[src/rtl/seq_pkg.sv]
// Shared types and constants for the program sequencer: FSM state encoding,
// the ALU opcodes that steer control flow, and the default halt machine code.
package seq_pkg;

    typedef enum logic [2:0] {
        ST_IDLE,
        ST_FETCH,
        ST_EXEC,
        ST_MEMWAIT,
        ST_DONE
    } seq_state_t;

    localparam logic [3:0] ALU_BLT = 4'b0110;
    localparam logic [3:0] ALU_BEQ = 4'b0111;
    localparam logic [3:0] ALU_JMP = 4'b1100;
    localparam logic [3:0] ALU_BRC = 4'b1101;

    localparam logic [8:0] DEFAULT_HALT_CODE = 9'h1FF;

endpackage

[src/rtl/jump_lut.sv]
// 32-entry jump-target ROM indexed by the decoder's jump pointer; purely
// combinational, no latency, no flow control. Entry i sits at LUT_INIT[i*PC_W +: PC_W].
module jump_lut #(
    parameter int                PC_W     = 10,
    parameter logic [32*PC_W-1:0] LUT_INIT = '0
) (
    input  logic [4:0]      Jptr,
    output logic [PC_W-1:0] target
);

    assign target = LUT_INIT[32'(Jptr)*PC_W +: PC_W];

endmodule

[src/rtl/instr_sequencer.sv]
// Fetch/execute sequencer: 2 cycles per instruction, 3 for loads (MEMWAIT).
// No backpressure; Start is honoured only in IDLE or DONE, ignored mid-run.
module instr_sequencer
    import seq_pkg::*;
#(
    parameter int                 PC_W      = 10,
    parameter logic [8:0]         HALT_CODE = DEFAULT_HALT_CODE,
    parameter logic [32*PC_W-1:0] LUT_INIT  = '0
) (
    input  logic            Clk,
    input  logic            Reset,
    input  logic            Start,
    input  logic [8:0]      MachCode,
    input  logic [3:0]      Aluop,
    input  logic [4:0]      Jptr,
    input  logic            WenR,
    input  logic            WenD,
    input  logic            Ldr,
    input  logic            AluCmp,
    output logic [PC_W-1:0] Pc,
    output logic            InstrEn,
    output logic            Jen,
    output logic            RegWrEn,
    output logic            MemWrEn,
    output logic            Done
);

    seq_state_t      state, state_nxt;
    logic [PC_W-1:0] pc_q, pc_nxt;
    logic            jen_q, jen_nxt;
    logic [PC_W-1:0] jump_target;
    logic [PC_W-1:0] pc_inc;
    logic            halt;

    jump_lut #(
        .PC_W     (PC_W),
        .LUT_INIT (LUT_INIT)
    ) u_jump_lut (
        .Jptr   (Jptr),
        .target (jump_target)
    );

    // Natural wrap at 2^PC_W is intended.
    assign pc_inc = pc_q + {{(PC_W-1){1'b0}}, 1'b1};
    assign halt   = (MachCode == HALT_CODE);

    always_ff @(posedge Clk or posedge Reset) begin
        if (Reset) begin
            state <= ST_IDLE;
            pc_q  <= '0;
            jen_q <= 1'b0;
        end else begin
            state <= state_nxt;
            pc_q  <= pc_nxt;
            jen_q <= jen_nxt;
        end
    end

    always_comb begin
        state_nxt = state;
        pc_nxt    = pc_q;
        jen_nxt   = jen_q;
        InstrEn   = 1'b0;
        Done      = 1'b0;
        RegWrEn   = 1'b0;
        MemWrEn   = 1'b0;

        case (state)
            ST_IDLE, ST_DONE: begin
                Done = (state == ST_DONE);
                if (Start) begin
                    pc_nxt    = '0;
                    jen_nxt   = 1'b0;
                    state_nxt = ST_FETCH;
                end
            end
            ST_FETCH: begin
                InstrEn   = 1'b1;
                state_nxt = ST_EXEC;
            end
            ST_EXEC: begin
                if (halt) begin
                    state_nxt = ST_DONE;
                end else begin
                    // Loads defer the register write to MEMWAIT, when read data is back.
                    RegWrEn = WenR & ~Ldr;
                    MemWrEn = WenD;
                    case (Aluop)
                        ALU_BLT, ALU_BEQ: begin
                            jen_nxt = AluCmp;
                            pc_nxt  = pc_inc;
                        end
                        ALU_JMP: pc_nxt = jump_target;
                        ALU_BRC: begin
                            if (jen_q) begin
                                pc_nxt  = jump_target;
                                jen_nxt = 1'b0;
                            end else begin
                                pc_nxt  = pc_inc;
                            end
                        end
                        default: pc_nxt = pc_inc;
                    endcase
                    state_nxt = Ldr ? ST_MEMWAIT : ST_FETCH;
                end
            end
            ST_MEMWAIT: begin
                RegWrEn   = WenR;
                state_nxt = ST_FETCH;
            end
            default: state_nxt = ST_IDLE;
        endcase
    end

    assign Pc  = pc_q;
    assign Jen = jen_q;

endmodule

[config.mk]
export PLATFORM = sky130hd
export DESIGN_NAME = instr_sequencer
export DESIGN_NICKNAME = d
export VERILOG_FILES = /design/src/rtl/seq_pkg.sv /design/src/rtl/jump_lut.sv /design/src/rtl/instr_sequencer.sv
export SDC_FILE = /design/constraint.sdc
export NUM_CORES = 1
export LEC_CHECK = 0
export ABC_AREA = 1
export BUFFER_PORTS_ARGS = -buffer_cell sky130_fd_sc_hd__buf_4
export CAP_MARGIN = 10
export CORE_ASPECT_RATIO = 1.1
export CORE_MARGIN = 4
export CORE_UTILIZATION = 43
export DETAILED_ROUTE_END_ITERATION = 8
export HOLD_SLACK_MARGIN = 0.1
export PLACE_DENSITY = 0.72
export SKIP_LAST_GASP = 1
export SLEW_MARGIN = 20
export SYNTH_ARGS = -nofsm -noshare
export SYNTH_HDL_FRONTEND = slang
export SYNTH_SLANG_ARGS = --single-unit
export TNS_END_PERCENT = 30
[constraint.sdc]
create_clock -name Clk -period 1.2 [get_ports Clk]
set_clock_uncertainty 0.05 [all_clocks]
set_input_delay 0.12 -clock Clk [delete_from_list [all_inputs] [get_ports Clk]]
set_output_delay 0.12 -clock Clk [all_outputs]
set_load 0.01 [all_outputs]
==> Word-level counts from Yosys, hierarchy flattened <==
Index checks and enable logic that the tools add are counted.
{ "op_classes": {"n_bitwise": 2, "n_shift": 1, "eq_ne": 12, "n_mul": 1, "n_mux": 19, "addsub": 1, "n_reduce_logical": 6} }
{ "op_table": {"columns": ["operator", "n"], "rows": [
  ["variable part select 320 x 10 -> 10 bit, first input constant", 1],
  ["case mux 10 bit (2 select lines)", 2],
  ["two-way mux 10 bit", 3],
  ["case mux 3 bit (4 select lines)", 1],
  ["adder 10 x 1 -> 10 bit, second input constant", 1],
  ["equality test 9 bit, second input constant", 1],
  ["equality test 4 x 3 -> 1 bit, second input constant", 2],
  ["equality test 4 bit, second input constant", 2],
  ["multiplier 5 x 3 -> 8 bit, second input constant", 1],
  ["two-way mux 1 bit", 7],
  ["equality test 3 x 2 -> 1 bit, second input constant", 2],
  ["two-way mux 3 bit", 2],
  ["case mux 1 bit (2 select lines)", 3],
  ["inequality test 2 bit, second input constant", 2],
  ["AND reduction 4 bit", 1],
  ["OR reduction 2 bit", 2],
  ["equality test 3 x 1 -> 1 bit, second input constant", 1],
  ["equality test 3 bit, second input constant", 1],
  ["logical NOT 3 bit", 1],
  ["inequality test 3 x 2 -> 1 bit, second input constant", 1],
  ["AND reduction 3 bit", 1],
  ["two-way mux 2 bit", 1],
  ["nonzero test 2 bit", 1],
  ["bitwise AND 1 bit", 1],
  ["inverter 1 bit", 1]
]} }
{ "totals": {"wordCells": 45, "input_bits": 25, "output_inout_bits": 15, "register_bits": 14} }

==> Depth between registers and ports, before layout <==
{ "depth": {"word_depth": 6, "mapped_depth": 9, "depth_no_buf": 9} }

==> Cells and area by module <==
A second synthesis with hierarchy kept.
{ "unflattened": {"cells_unflattened": 169, "area_unflattened_um2": 1091.0} }
{ "by_module_without_submodules": {"columns": ["module", "seq_area_each_um2", "n_inst", "cells_per_inst", "area_per_inst_um2"], "rows": [
  ["instr_sequencer", 350.3, 1, 158, 1012.2],
  ["jump_lut", 0.0, 1, 11, 78.8]
]} }

==> Worst setup path before layout <==
Ideal clock, no wire load.
{ "synth_timing": {"path_type": "register -> register", "start": "register pc_q[0] (netlist: Pc[0])", "end": "register pc_q[6] (netlist: Pc[6])", "setup_ps": 113, "path_buffers": 0, "arrival_time_ps": 1228, "stages_incl_launch_ff": 9, "setup_slack_ps": -191, "synth_period_minus_slack_ps": 1391, "required_time_ps": 1037, "path_cell_list": "dfrtp_1 > ha_1 > nand2_1 > nor2_2 > nand2_1 > nand3_1 > nand4_1 > nand2_1 > inv_1"} }
{ "synth_via": {"elab_chain_cells": 5} }
{ "synth_rtl": {"columns": ["item", "line", "text"], "rows": [
  ["start: declaration", "instr_sequencer.sv:29", "logic [PC_W-1:0] pc_q, pc_nxt;"],
  ["start signal: assignment", "instr_sequencer.sv:54", "pc_q <= pc_nxt;"],
  ["adder 10 x 1 -> 10 bit *", "instr_sequencer.sv:44", "assign pc_inc = pc_q + {{(PC_W-1){1'b0}}, 1'b1};"],
  ["two-way mux 10 bit", "instr_sequencer.sv:95", "if (jen_q) begin"],
  ["case mux 10 bit (2 select lines) *", "instr_sequencer.sv:88", "case (Aluop)"],
  ["two-way mux 10 bit *", "instr_sequencer.sv:82", "if (halt) begin"],
  ["case mux 10 bit (2 select lines) *", "instr_sequencer.sv:68", "case (state)"]
]} }
Mark *: on every way between the ends. The rest lies on a longest branch, timed or not. The select of a mux whose other input is x is not followed.
A chain may end at the register's enable or synchronous reset.

==> Final worst setup path <==
{ "layout_timing": {"start": "register state[0]", "end": "output port RegWrEn"} }
{ "layout_via": {"elab_chain_cells": 2, "elab_cells_between_ends": 3, "classes_between": "eq/ne: 2; mux: 1"} }
{ "layout_rtl": {"columns": ["item", "line", "text"], "rows": [
  ["start: declaration", "instr_sequencer.sv:28", "seq_state_t state, state_nxt;"],
  ["start signal: assignment", "instr_sequencer.sv:53", "state <= state_nxt;"],
  ["equality test 3 x 2 -> 1 bit", "instr_sequencer.sv:68", null],
  ["case mux 1 bit (2 select lines) *", "instr_sequencer.sv:68", null],
  ["end: declaration", "instr_sequencer.sv:23", "output logic RegWrEn,"]
]} }
Mark *: on every way between the ends. The rest lies on a longest branch, timed or not.

==> impl_summary.md <==
Outcome
The run finished, with violations left. The checks that failed: setup timing.

Finish
The area of all placed cells without fillers is 1680 µm². The sequential cells in the finished layout cover a total of 353 µm². Compared with the post-synthesis result, the final layout area differs by 65.3%.

The antenna diode count is 0. After the last flow step, the layout net total stands at 238. The share of post-route cells with drive strength above 1 is 45.0%. The layout has 181 filler cells.

The multi-input gate area in the final layout is 661 µm².

Synthesis
By count the netlist is led by 33 x nand2_1, 23 x inv_1, 17 x nor2_1. The most numerous cell in the Yosys netlist is nand2_1. The dominant synthesized flop cell is dfrtp_1. For this run, the number of Yosys warnings is 0. In this run, synthesis inferred 0 flip-flops with an integrated enable. The number of synthesized register bits is 14.

The synthesized design spends more area on one cell type than any other, namely dfrtp_1. The share of async-settable or async-resettable flops after synthesis is 100%. Sequential cells were found to cover 34.5% of the synthesized design area. In this run the biggest area consumer among cell types represents 34.5% of the synthesized area. The average instance area after synthesis is 7.01 µm². Sorting the synthesized cells by area gives the leading types as dfrtp_1 34%, nand2_1 12%, inv_1 8.5%. In this run, distinct cell masters in the synthesized netlist total 25.

The cell count after synthesis came out at 145. The number of nets in the synthesized netlist is 171. The netlist area before placement is 1020 µm².

Route
The detailed router finished its first iteration with 17 violations. The final layout contains routed wiring with a total length of 3230 µm. The average detailed-routed wire length per instance is 13.4 µm. Dividing the detail-routed via count by the number of cells gives 5.05. The routed layout has 1,218 vias. After detailed routing, the number of remaining DRC violations is 0.

The post-route antenna net violation count is 0. For this run, the detailed router's first-pass iteration total came to 4.

GRT
The via count of the first global-routing pass was 1,185. Global routing used 20.4% of the available tracks. Global routing finished with a remaining overflow of 0. The initial antenna violation count is 0. The first global-routing pass estimated 4880 µm of wire.

Entering global routing, the biggest net connects 15 pins.

Critical path
The startpoint kind of the worst setup timing path is a flip-flop. STA puts the critical path data arrival time at 1330 ps. Following the worst setup path forward leads to its endpoint at RegWrEn. STA puts the critical path data required time at 1030 ps. STA classifies the critical path endpoint as an output port. The minimum setup slack among reg-to-reg paths is -270 ps. The setup path with the least slack is of type reg2out. The worst register-to-register path ends at Jen. The worst-case reg-to-reg path depth is 10. The worst register-to-register path begins at state[0]. The maximum fanout count along the critical path is 3. In this run the worst setup path begins at state[0].

STA
The maximum operating frequency is 666 MHz. The minimum period implied by the final worst setup slack is 1500 ps. The count of pins over their slew limit was 0. On the final layout, the worst hold slack is 162 ps. The transition time at the pin with the least slew margin is 554 ps.

The relative slew slack is 63.0%. Setup repair after global routing could not meet its margin everywhere. The total of endpoints with negative setup slack in the final report is 18. The worst path setup slack after routing is -302 ps.

The worst path uses 125% of the clock period. The final count of hold timing violations was 0.

Placement
Routability-driven placement finished with a final weighted congestion of 0.823. The half-perimeter wire length after placement is 2310 µm. The placed instances occupy a cell area of 1480 µm².

Buffers placed on the I/O ports in this run total 34.

Die
The area of the core is 2250 µm². The die outline width is 54.3 µm. The floorplan row count is 18. Pin placement for this block handled 40 I/O pins.

In this run the vertical extent of the chip is 59.0 µm. The die covers 3210 µm². The initial core utilization is 45.1%.

Clocking
The number of H-tree levels is 1. For the worst-skew pair, the clock arrives at the later sink with an insertion delay of 270 ps. Clock-pin slew was measured on the worst setup and hold paths at 90 ps. TritonCTS created 3 clock buffers.

TritonCTS built the clock tree. The clock tree root driver cell is clkbuf_4. The clock net in this run drives a total of 14 sinks.

The clock passes through at most 2 buffers.

Flow run
Across the run, the number of max-cap violations was 0.

Min path
The path class of the tightest hold or removal check is in2reg.

Pwr
The static leakage power is 0.870 nW. The highest ir drop seen on vdd is 0.968 mV. Power spread over the standard cell area amounts to 1800 nW/µm².

The overall power consumption is 3.02 mW.
## sequential cells by signal, summed over array words and instances, names as in the netlist
name and count:
Pc 10, state 3, Jen 1
## area by class of cell
type	count	area share (%)
Tap cell	30	2.24
Multi-Input combinational cell	104	39.3
Clock buffer	4	1.56
Timing Repair Buffer	63	30.0
Sequential cell	14	21.0
Inverter	26	5.81
## per-layer routing
metal,GRT usage [%],vias up,part of all wire (%)
met3,2.52,6,5.2
met1,22.5,568,37
met4,6.41,0,0.93
li1,-,606,-
met2,38.8,38,56
met5,0,-,0
## worst min path at each step
stage | start | end | depth (start not counted)
6_report | AluCmp | Jen | 5
5_1_grt | AluCmp | Jen | 5
4_1_cts | AluCmp | Jen | 5
3_5_place_dp | Reset | state[1] | 2
3_3_place_gp | Reset | state[1] | 2
2_1_floorplan | Reset | Jen | 1
## per-stage QoR
step / setup TNS, ps / utilization (%) / std cells / setup WS (ps)
finish: -3400 / 74.6 / 241 / -302
global route: -4630 / 74.6 / 241 / -365
CTS: -3590 / 70.9 / 238 / -283
detailed placement: -1720 / 65.7 / 228 / -181
global placement: -1050 / 65.7 / 228 / -134
floorplan: -327 / - / 145 / -76.5
## where the power goes
group	internal, mW	switching [mW]	leakage [nW]
clock	0.128	0.159	0.0150
combinational	0.992	1.08	0.668
sequential	0.570	0.0923	0.187
## placed cells by master, fill, tap and decap left out
cell type,synthesis,layout
clkbuf_4,0,3
inv_2,3,4
nand3_2,2,3
o21ai_1,6,4
inv_1,23,22
nor2_2,1,3
buf_4,0,55
dfrtp_1,14,12
nand4_1,8,8
nand3_4,0,1
nor2_1,17,14
o21bai_1,1,1
dfrtp_2,0,2
a31o_2,1,1
ha_4,0,1
o211ai_1,1,1
nand3_1,12,11
nor3_4,0,2
nand2_4,3,5
o21a_1,2,2
nor2_4,1,2
nand2_2,2,2
a21oi_1,4,4
nor3_1,4,2
buf_6,2,5
dlygate4sd3_1,0,2
nand2_1,33,31
nand4_4,0,1
clkbuf_1,0,1
o21ai_2,0,2
buf_8,0,1
xor2_1,1,1
o2111ai_4,0,1
or2_4,0,1
## logic make-up after synthesis
family	after synthesis	share of synthesized area, %
and+or+nand+nor	85	41.4
DFF	14	34.5
AOI/OAI and AO/OA	16	10.2
buffers and inverters	28	11.8
adders and majority gates	1	1.23
xor gates and xnor gates	1	0.862
## repair_timing
item / 4_1_cts / 5_1_grt
gates cloned: 1 / 0
hold buffers: 2 / 0
pin swaps: 3 / 8
setup endpoints to repair: 17 / 21
hold endpoints to repair: 15 / 0
buffers inserted: 3 / 3
gates resized for setup: 8 / 14
## worst max-delay path: stages, from the launching register on
cell and delay, ps:
dfrtp_1 380, inv_2 80, nand2_2 70, nor2_4 150, nand2_4 80, nor2_2 70, o21a_1 110, buf_4 110
No activity file was read; power rests on OpenSTA's default activity.
